## config.mk

```make
export PLATFORM = sky130hd
export DESIGN_NAME = unified_mem_arbiter
export DESIGN_NICKNAME = d
export VERILOG_FILES = /design/src/rtl/unified_mem_arbiter.sv
export SDC_FILE = /design/constraint.sdc
export NUM_CORES = 1
export LEC_CHECK = 0
export BUFFER_PORTS_ARGS = -buffer_cell sky130_fd_sc_hd__clkbuf_2
export CORE_MARGIN = 3
export CORE_UTILIZATION = 46
export DETAILED_ROUTE_END_ITERATION = 7
export GPL_ROUTABILITY_DRIVEN = 0
export PLACE_DENSITY_LB_ADDON = 0.3
export SLEW_MARGIN = 20
export SYNTH_ARGS = -nofsm -noshare
export SYNTH_HDL_FRONTEND = slang
export SYNTH_SLANG_ARGS = --single-unit
```

## constraint.sdc

```tcl
create_clock -name clk -period 2 [get_ports clk]
set_input_delay 0.3 -clock clk [delete_from_list [all_inputs] [get_ports clk]]
set_output_delay 0.3 -clock clk [all_outputs]
set_load 0.02 [all_outputs]
```

## src/rtl/unified_mem_arbiter.sv

```systemverilog
// unified_mem_arbiter: shares one single-port fixed-latency memory between
// the instruction-fetch port and the load/store data port. Round-robin grant,
// a single outstanding transaction, one-cycle response pulse to the owner.
module unified_mem_arbiter #(
   parameter int ADDR_W      = 32,
   parameter int DATA_W      = 32,
   parameter int MEM_LATENCY = 1,
   parameter int CNT_W       = 4
) (
   input  logic                  clk,
   input  logic                  reset,
   input  logic                  if_req_valid,
   output logic                  if_req_ready,
   input  logic [ADDR_W-1:0]     if_addr,
   output logic                  if_rsp_valid,
   output logic [DATA_W-1:0]     if_rdata,
   input  logic                  d_req_valid,
   output logic                  d_req_ready,
   input  logic [ADDR_W-1:0]     d_addr,
   input  logic                  d_we,
   input  logic [DATA_W-1:0]     d_wdata,
   input  logic [DATA_W/8-1:0]   d_wstrb,
   output logic                  d_rsp_valid,
   output logic [DATA_W-1:0]     d_rdata,
   output logic                  mem_req,
   output logic                  mem_we,
   output logic [ADDR_W-1:0]     mem_addr,
   output logic [DATA_W-1:0]     mem_wdata,
   output logic [DATA_W/8-1:0]   mem_wstrb,
   input  logic [DATA_W-1:0]     mem_rdata,
   output logic                  busy
);

   localparam int STRB_W = DATA_W / 8;
   localparam logic [CNT_W-1:0] LAT_LOAD = CNT_W'(MEM_LATENCY - 1);

   typedef enum logic [1:0] {IDLE, ISSUE, WAIT, RESP} state_t;

   state_t              state_reg;
   logic                owner_reg;       // 1 = data port owns the transaction
   logic                last_grant_reg;  // 1 = data port was granted last
   logic [CNT_W-1:0]    count_reg;
   logic [ADDR_W-1:0]   addr_reg;
   logic                we_reg;
   logic [DATA_W-1:0]   wdata_reg;
   logic [STRB_W-1:0]   wstrb_reg;
   logic [DATA_W-1:0]   if_rdata_reg;
   logic [DATA_W-1:0]   d_rdata_reg;

   logic                grant_if;
   logic                grant_d;

   // Round-robin: fetch wins unless data is also waiting and fetch went last.
   always_comb begin
      grant_if = if_req_valid && (!d_req_valid || last_grant_reg);
      grant_d  = d_req_valid && !grant_if;
   end

   assign if_req_ready = (state_reg == IDLE) && grant_if;
   assign d_req_ready  = (state_reg == IDLE) && grant_d;
   assign mem_req      = (state_reg == ISSUE);
   assign mem_we       = (state_reg == ISSUE) && we_reg;
   assign mem_addr     = addr_reg;
   assign mem_wdata    = wdata_reg;
   assign mem_wstrb    = wstrb_reg;
   assign if_rsp_valid = (state_reg == RESP) && !owner_reg;
   assign d_rsp_valid  = (state_reg == RESP) && owner_reg;
   assign if_rdata     = if_rdata_reg;
   assign d_rdata      = d_rdata_reg;
   assign busy         = (state_reg != IDLE);

   // Transaction sequencer: accept, strobe memory, wait out latency, respond.
   always_ff @(posedge clk) begin
      if (reset) begin
         state_reg      <= IDLE;
         owner_reg      <= 1'b0;
         last_grant_reg <= 1'b1;
         count_reg      <= '0;
         addr_reg       <= '0;
         we_reg         <= 1'b0;
         wdata_reg      <= '0;
         wstrb_reg      <= '0;
         if_rdata_reg   <= '0;
         d_rdata_reg    <= '0;
      end else begin
         case (state_reg)
            IDLE: begin
               if (grant_if || grant_d) begin
                  owner_reg      <= grant_d;
                  last_grant_reg <= grant_d;
                  addr_reg       <= grant_d ? d_addr : if_addr;
                  // The fetch port is read-only: no write, no byte enables.
                  we_reg         <= grant_d && d_we;
                  wdata_reg      <= grant_d ? d_wdata : '0;
                  wstrb_reg      <= grant_d ? d_wstrb : '0;
                  state_reg      <= ISSUE;
               end
            end
            ISSUE: begin
               count_reg <= LAT_LOAD;
               state_reg <= WAIT;
            end
            WAIT: begin
               if (count_reg == '0) begin
                  if (owner_reg)
                     d_rdata_reg <= we_reg ? '0 : mem_rdata;
                  else
                     if_rdata_reg <= mem_rdata;
                  state_reg <= RESP;
               end else begin
                  count_reg <= count_reg - 1'b1;
               end
            end
            RESP: begin
               state_reg <= IDLE;
            end
            default: state_reg <= IDLE;
         endcase
      end
   end

endmodule

```

==> flow_metrics.tcl, run 1 <==
set metrics [dict create \
    status "finished clean" \
    crit_family "buffers and inverters" \
    finalSetupTns_ps 0 \
    drc 0 \
    slew-limit-headroom_pct 60.4 \
    drtAntennaViolNets 0 \
    vias_per_cell 5.46 \
    port_buffers 275 \
    syn_avg_cell_area_um2 9.14 \
    fin_nets 1011 \
    hold_path.class "input port to flip-flop" \
    h-tree-depth 4 \
    cp-end-kind "output port" \
    die_h_um 118 \
    holdPathStages 3 \
    grt_pass1_vias 5493 \
    wire_per_inst_um 15.8 \
    num_rows 40 \
    drt_iter0_markers 518 \
    dieArea_um2 13900 \
    path_max_fanout 18 \
    maxCapViolCount 0 \
    vias 5720 \
    clock_latency_ps 420 \
    ios 276 \
    power_density_nw_per_um2 1270 \
    slew_violations 0 \
    hold_viol_final 0 \
    dieWidth_um 118 \
    grt_first_pass_wirelength_mm 26.9 \
    crit_slowest_cell "dfxtp_1" \
    diodes 0 \
    syn_nets 772 \
    numCtsBuffers 17 \
    tightestPinTransition_ps 594 \
    final_core_util_pct 64.7 \
    fmax_mhz 536 \
    period_needed_ps 1860 \
    vdd_drop_max_mv 0.646 \
    nFillCells 1026 \
    critPathLaunchType "flip-flop" \
    ff2ff_path_depth 5 \
    grt_setup_unrepaired "false" \
    core_um2 12100 \
    drive_gt1_share_pct 37.6 \
    post-route-period-util_pct 93.2 \
    clk_pin_slew_ps 60 \
    worst-path-buf-inv 4 \
    hold_buffers 0 \
    critPathKind "flip-flop to output port" \
    cts_tree "built" \
    synthCells 628 \
    ys_seq_area_share_pct 49.2 \
    cp.depth 6 \
    cts_root_buf "clkbuf_16" \
    arrival_ps 1560 \
    grt_overflow 0 \
    synthDistinctLibCells 34 \
    ctsLongestPathBuffers 2 \
    dp_hpwl_mm 11.4 \
    hold-worst-slack_ps 141 \
    area_growth_pct 36.6 \
    netlist_area_um2 5740 \
    wl_mm 16.6 \
    synth_warnings 0 \
    ys_ff_latch 141 \
    p_leak_nw 3.39 \
    first_pass_iters 4 \
    layout_commonest_cell "clkbuf_2" \
    skew_ps 13.3 \
    final_cell_mix "clkbuf_2, dfxtp_1, nor2_1" \
    grt_antenna_before_repair 0 \
    critPathMaxStageDelay_ps 350 \
    crit_chain "inv_2 > ha_4 > buf_8 > nand2_1 > inv_1 > clkbuf_2" \
    finalSetupViolCount 0 \
    required_ps 1700 \
    cts_sinks 141 \
    grt_max_degree 65 \
    grtUsageTotal_pct 23.4 \
    start_util_pct 47.4 \
]
Yosys cell counts:
cell type / number / share of area [%]
dfxtp_1: 141 / 49
nor2_1: 70 / 4.6
a21oi_1: 69 / 6.0
o21ai_0: 59 / 5.1
clkbuf_1: 45 / 2.9
a32oi_1: 37 / 5.6
mux2i_1: 34 / 5.9
nand3_1: 34 / 3.0
nand4b_1: 33 / 5.0
a211oi_1: 32 / 4.2
buf_2: 16 / 1.4
inv_1: 8 / 0.52
o21ai_1: 8 / 0.70
ha_1: 7 / 1.5
buf_1: 5 / 0.33
nand2b_1: 4 / 0.44
buf_6: 3 / 0.59
nand2_1: 3 / 0.20
and2_1: 2 / 0.22
nor2b_1: 2 / 0.22
o211ai_1: 2 / 0.26
or3_1: 2 / 0.22
a21boi_1: 1 / 0.13
a221oi_1: 1 / 0.15
and4bb_1: 1 / 0.22
buf_4: 1 / 0.13
inv_2: 1 / 0.065
nand4bb_1: 1 / 0.20
nor3b_1: 1 / 0.13
o21a_1: 1 / 0.13
o21bai_1: 1 / 0.13
o32a_1: 1 / 0.17
or3b_2: 1 / 0.15
or4b_1: 1 / 0.17
what timing repair did:
item | 4_1_cts | 5_1_grt
buffers inserted | 0 | 0
setup endpoints to repair | 1 | 1
resized for setup | 3 | 3
cloned | 0 | 0
endpoints found under the hold margin | 0 | 0
worst paths after layout:
kind | end | from | slack (ps)
worst max-delay path | d_req_ready | state_reg[0] | 140
worst min-delay path | if_rdata[31] | mem_rdata[31] | 140
worst min register to register | d_rdata[6] | d_rdata[6] | 470
worst max register to register | count_reg[3] | state_reg[0] | 260
worst reg2reg max path: stages (launching register included):
cell and delay (ps):
dfxtp_1 350, inv_2 110, ha_1 300, or4b_1 470, or3_1 320, a21oi_1 120
area by class of cell:
class,instances,area (µm²),area share [%]
Multi-Input combinational cell,408,2610,33.3
Sequential cell,141,2820,36.0
Timing Repair Buffer,290,1600,20.4
Clock buffer,22,474,6.05
Clock inverter,10,90.1,1.15
Tap cell,168,210,2.68
Inverter,9,33.8,0.431
through the flow:
| step | instance area (µm²) | setup slack [ps] | std cells | power, W |
|---|---|---|---|---|
| 2_1_floorplan | 5740 | 416 | 628 | 0.00585 |
| 3_3_place_gp | 7260 | 327 | 1016 | 0.00689 |
| 3_5_place_dp | 7260 | 267 | 1016 | 0.00700 |
| 4_1_cts | 7840 | 40.1 | 1048 | 0.0100 |
| 5_1_grt | 7840 | 12.7 | 1048 | 0.0105 |
| 6_report | 7840 | 135 | 1048 | 0.00998 |
power by group:
group / internal [W] / total [W] / switching [W]
sequential: 0.00329 / 0.00357 / 0.000277
combinational: 0.00119 / 0.00345 / 0.00225
clock: 0.00180 / 0.00297 / 0.00117
total: 0.00628 / 0.00998 / 0.00370
cells by family (layout without fill, tap and decap cells):
| kind of cell | Yosys count | after routing | synth area share, % |
|---|---|---|---|
| compound gates | 212 | 212 | 22.7 |
| fa+ha+maj | 7 | 7 | 1.53 |
| buf+inv | 79 | 331 | 5.97 |
| flops | 141 | 141 | 49.2 |
| mux | 34 | 34 | 5.93 |
| simple gates | 155 | 155 | 14.7 |
per-layer routing:
metal  share of wire, %  GRT usage, %  vias up
met5                  0             0        -
met4                2.4          10.3        0
met3                9.3          9.23       36
met2                 49          38.1      251
met1                 40          27.3     2644
li1                   -             -     2789
Note: power is estimated with default switching activity, not from simulation.
==> inputs of run 2 (changes only) <==
--- a/config.mk
+++ b/config.mk
@@ -11,6 +11,7 @@
 export DETAILED_ROUTE_END_ITERATION = 7
 export GPL_ROUTABILITY_DRIVEN = 0
 export PLACE_DENSITY_LB_ADDON = 0.3
+export RECOVER_POWER = 50
 export SLEW_MARGIN = 20
 export SYNTH_ARGS = -nofsm -noshare
 export SYNTH_HDL_FRONTEND = slang
==> flow_metrics.tcl, run 2 (synthesis results as in run 1) <==
set metrics [dict create \
    die_h_um 118 \
    diodes 0 \
    maxCapViolCount 0 \
    skew_ps 14.0 \
    slew-limit-headroom_pct 51.1 \
    grt_first_pass_wirelength_mm 26.9 \
    clk_pin_slew_ps 60 \
    p_leak_nw 2.94 \
    finalSetupViolCount 0 \
    num_rows 40 \
    critPathLaunchType "flip-flop" \
    tightestPinTransition_ps 733 \
    fmax_mhz 537 \
    grt_overflow 0 \
    dieWidth_um 118 \
    wire_per_inst_um 15.9 \
    cts_tree "built" \
    vias 5716 \
    hold_viol_final 0 \
    grt_pass1_vias 5493 \
    ctsLongestPathBuffers 2 \
    final_core_util_pct 63.3 \
    period_needed_ps 1860 \
    cts_root_buf "clkbuf_16" \
    grt_antenna_before_repair 0 \
    crit_family "buffers and inverters" \
    start_util_pct 47.4 \
    power_density_nw_per_um2 1280 \
    drtAntennaViolNets 0 \
    core_um2 12100 \
    critPathMaxStageDelay_ps 350 \
    dp_hpwl_mm 11.4 \
    hold_path.class "input port to flip-flop" \
    clock_latency_ps 420 \
    dieArea_um2 13900 \
    crit_chain "inv_2 > ha_4 > buf_8 > nand2_1 > inv_1 > clkbuf_2" \
    ios 276 \
    critPathKind "flip-flop to output port" \
    grtUsageTotal_pct 23.4 \
    required_ps 1700 \
    grt_setup_unrepaired "false" \
    slew_violations 0 \
    arrival_ps 1560 \
    layout_commonest_cell "clkbuf_2" \
    path_max_fanout 18 \
    fin_nets 1011 \
    cts_sinks 141 \
    drive_gt1_share_pct 22.5 \
    post-route-period-util_pct 93.1 \
    drt_iter0_markers 476 \
    vias_per_cell 5.45 \
    drc 0 \
    final_cell_mix "clkbuf_2, dfxtp_1, clkbuf_1" \
    numCtsBuffers 17 \
    first_pass_iters 4 \
    crit_slowest_cell "dfxtp_1" \
    status "finished clean" \
    h-tree-depth 4 \
    hold_buffers 0 \
    wl_mm 16.6 \
    area_growth_pct 33.6 \
    grt_max_degree 65 \
    vdd_drop_max_mv 0.641 \
    cp-end-kind "output port" \
    port_buffers 275 \
    finalSetupTns_ps 0 \
    worst-path-buf-inv 4 \
]
run 2: cell count changes in the layout (fill, tap and decap cells not counted), sizes merged:
cell	delta
buf	-2
clkbuf	+2
run 2: per-stage QoR:
stage | instance area [µm²] | std cells | power [W] | hold WS [ps] | worst slack (ps)
2_1_floorplan | 5740 | 628 | 0.00585 | 448 | 416
3_3_place_gp | 7260 | 1016 | 0.00689 | 456 | 327
3_5_place_dp | 7260 | 1016 | 0.00700 | 466 | 267
4_1_cts | 7840 | 1048 | 0.0100 | 120 | 40.1
5_1_grt | 7670 | 1048 | 0.0104 | 136 | 14.1
6_report | 7670 | 1048 | 0.00985 | 141 | 137
run 2: path summary, 6_finish.rpt:
| kind | to | start | cells after the start | slack [ps] |
|---|---|---|---|---|
| setup / recovery | d_req_ready | state_reg[0] | 6 | 140 |
| hold / removal | if_rdata[31] | mem_rdata[31] | 3 | 140 |
| setup reg to reg | mem_wdata[3] | state_reg[0] | 6 | 240 |
| hold reg to reg | d_rdata[6] | d_rdata[6] | 2 | 470 |
run 2: timing repair:
action                     4_1_cts  5_1_grt
buffers inserted                 0        0
gates resized for setup          3        3
setup endpoints to repair        1        1
run 2: layer usage:
| layer | routed length, µm | global-route usage [%] | vias up | share of wire, % |
|---|---|---|---|---|
| li1 | - | - | 2784 | - |
| met4 | 405 | 10.3 | 0 | 2.4 |
| met3 | 1560 | 9.23 | 37 | 9.4 |
| met1 | 6560 | 27.3 | 2647 | 39 |
| met5 | 0 | 0 | - | 0 |
| met2 | 8110 | 38.1 | 248 | 49 |
run 2: cell type report:
| class | count | area, µm² |
|---|---|---|
| fill | 1100 | 4440 |
| clock buffer | 22 | 474 |
| timing repair buffer | 290 | 1430 |
| clock inverter | 10 | 90.1 |
| inverter | 9 | 33.8 |
| sequential | 141 | 2820 |
| multi-input combinational | 408 | 2610 |
| tap | 168 | 210 |
run 2: where the power goes:
group	switching [W]	internal, W	total (W)
sequential	0.000274	0.00329	0.00356
combinational	0.00225	0.00107	0.00332
clock	0.00117	0.00180	0.00297
total	0.00370	0.00616	0.00985
run 2: worst reg2reg max path, cell delays in order (launching register included):
cell and delay, ps:
dfxtp_1 350, inv_2 110, ha_4 200, o21ai_2 90
clkbuf_2 440, a32oi_1 390, nor2_1 70
==> inputs of run 3 (changes only) <==
--- a/config.mk
+++ b/config.mk
@@ -6,11 +6,13 @@
 export NUM_CORES = 1
 export LEC_CHECK = 0
 export BUFFER_PORTS_ARGS = -buffer_cell sky130_fd_sc_hd__clkbuf_2
+export CELL_PAD_IN_SITES_DETAIL_PLACEMENT = 0
+export CELL_PAD_IN_SITES_GLOBAL_PLACEMENT = 1
 export CORE_MARGIN = 3
-export CORE_UTILIZATION = 46
+export CORE_UTILIZATION = 33
 export DETAILED_ROUTE_END_ITERATION = 7
 export GPL_ROUTABILITY_DRIVEN = 0
-export PLACE_DENSITY_LB_ADDON = 0.3
+export PLACE_DENSITY = 0.88
 export RECOVER_POWER = 50
 export SLEW_MARGIN = 20
 export SYNTH_ARGS = -nofsm -noshare
==> flow_metrics.tcl, run 3 (synthesis results as in run 1) <==
set metrics [dict create \
    skew_ps 6.24 \
    fin_nets 1008 \
    path_max_fanout 64 \
    hold-worst-slack_ps 139 \
    slew_violations 0 \
    clockPowerShare_pct 31.8 \
    fmax_mhz 544 \
    crit_slowest_cell "dfxtp_1" \
    grt_pass1_vias 5155 \
    worst-path-buf-inv 2 \
    grtUsageTotal_pct 17.4 \
    drc 0 \
    hold_viol_final 0 \
    combPwrFrac_pct 32.6 \
    reg2reg_from "state_reg[0]" \
    cts_root_buf "clkbuf_16" \
    numCtsBuffers 17 \
    wl_mm 17.3 \
    dp_hpwl_mm 11.8 \
    grt_setup_unrepaired "false" \
    first_pass_iters 4 \
    h-tree-depth 4 \
    grt_overflow 0 \
    cp-end-kind "flip-flop" \
    regToRegSetupSlack_ps 160 \
    cts_tree "built" \
    holdCritStartpoint "d_wdata[4]" \
    p_total_w 0.00996 \
    hold_buffers 0 \
    diodes 0 \
    critPathKind "flip-flop to flip-flop" \
    critPathMaxStageDelay_ps 340 \
    num_rows 47 \
    die_h_um 138 \
    drt_iter0_markers 339 \
    drtAntennaViolNets 0 \
    area_growth_pct 34.4 \
    period_needed_ps 1840 \
    grt_antenna_before_repair 0 \
    crit_family "simple AND/OR/NAND/NOR gates" \
    grt_first_pass_wirelength_mm 26.4 \
    p_leak_nw 2.95 \
    p_int_w 0.00607 \
    dieArea_um2 19000 \
    ctsLongestPathBuffers 2 \
    finalSetupTns_ps 0 \
    power.switching_w 0.00389 \
    holdPathStages 3 \
    port_buffers 275 \
    final_cell_mix "clkbuf_2, dfxtp_1, clkbuf_1" \
    placed_cells 1065 \
    arrival_ps 2180 \
    grt_max_degree 70 \
    ff2ff_path_depth 6 \
    vdd_drop_max_mv 0.725 \
    seqPwrFrac_pct 35.6 \
    crit_chain "inv_1 > ha_1 > and4bb_2 > buf_12 > nand4b_1 > a21oi_1" \
    hold_path.class "input port to flip-flop" \
    clock_latency_ps 420 \
    start_util_pct 34.1 \
    required_ps 2340 \
    ios 276 \
    final_cells 1097 \
    layout_commonest_cell "clkbuf_2" \
    clk_pin_slew_ps 70 \
    vias 5666 \
    critPathLaunchType "flip-flop" \
    status "finished clean" \
    finalSetupViolCount 0 \
    core_um2 16800 \
    worstReg2RegEnd "d_rdata[8]" \
    wire_per_inst_um 15.8 \
    tightestPinTransition_ps 1010 \
    post-route-period-util_pct 92.0 \
    dieWidth_um 138 \
    maxCapViolCount 0 \
    vias_per_cell 5.16 \
    swShare_pct 39.1 \
    slew-limit-headroom_pct 32.3 \
    drive_gt1_share_pct 22.3 \
    cts_sinks 141 \
    holdPathEnd "mem_wdata[4]" \
    power_density_nw_per_um2 1290 \
]
run 3: changes by cell type in the layout (fill, tap and decap cells not counted):
cell	delta
clkinv_2	-3
inv_2	-2
clkinvlp_4	-5
buf_12	-2
buf_6	+1
inv_8	+4
inv_1	+2
inv_6	+6
clkinv_8	+1
clkbuf_1	-3
clkinv_4	+2
clkbuf_8	-3
buf_8	-1
run 3: per-layer routing:
| layer | wire length [µm] | vias up | global-route usage (%) | part of all wire [%] |
|---|---|---|---|---|
| met3 | 1780 | 15 | 5.81 | 10 |
| met1 | 7250 | 2633 | 22.4 | 42 |
| met4 | 229 | 0 | 6.04 | 1.3 |
| met5 | 0 | - | 0 | 0 |
| met2 | 8050 | 239 | 27.4 | 47 |
| li1 | - | 2779 | - | - |
run 3: worst max path at each step:
stage | from | to | slack, ps | cells past startpoint
6_report | state_reg[0] | d_rdata[8] | 160 | 6
5_1_grt | state_reg[0] | if_rdata[17] | 30 | 6
4_1_cts | state_reg[0] | if_req_ready | 60 | 5
3_5_place_dp | state_reg[0] | d_rdata[6] | 180 | 6
3_3_place_gp | state_reg[0] | if_rdata[19] | 260 | 6
2_1_floorplan | state_reg[0] | count_reg[3] | 420 | 5
run 3: through the flow:
stage / setup WS [ps] / instance area [µm²] / util (%)
floorplan: 416 / 5740 / -
global placement: 261 / 7270 / 43.2
detailed placement: 181 / 7270 / 43.2
CTS: 58.0 / 7870 / 46.8
global route: 29.7 / 7720 / 45.9
finish: 160 / 7720 / 45.9
run 3: timing repair:
| item | CTS | global route |
|---|---|---|
| setup endpoints to repair | 1 | 10 |
| resized for setup | 1 | 2 |
| setup buffers | 0 | 0 |
| hold endpoints to repair | 0 | 0 |
| cloned | 0 | 0 |
run 3: layout make-up:
cell class	instances	area, µm²
multi-input combinational	408	2610
clock inverter	15	169
clock buffer	17	425
timing repair buffer	287	1380
sequential	141	2820
inverter	9	33.8
fill	1725	9100
tap	220	275
run 3: power groups by stage:
stage	Clock, W	Combinational, W	Sequential (W)
3_5_place_dp	0	0.00336	0.00361
2_1_floorplan	0	0.00173	0.00411
5_1_grt	0.00339	0.00357	0.00360
3_3_place_gp	0	0.00336	0.00359
4_1_cts	0.00326	0.00337	0.00355
6_report	0.00317	0.00324	0.00355
run 3: worst reg2reg max path: stages, from the launching register on:
cell and delay [ps]:
dfxtp_1 340, inv_1 150, ha_1 320, and4bb_2 300, buf_12 270, nand4b_1 170, a21oi_1 200
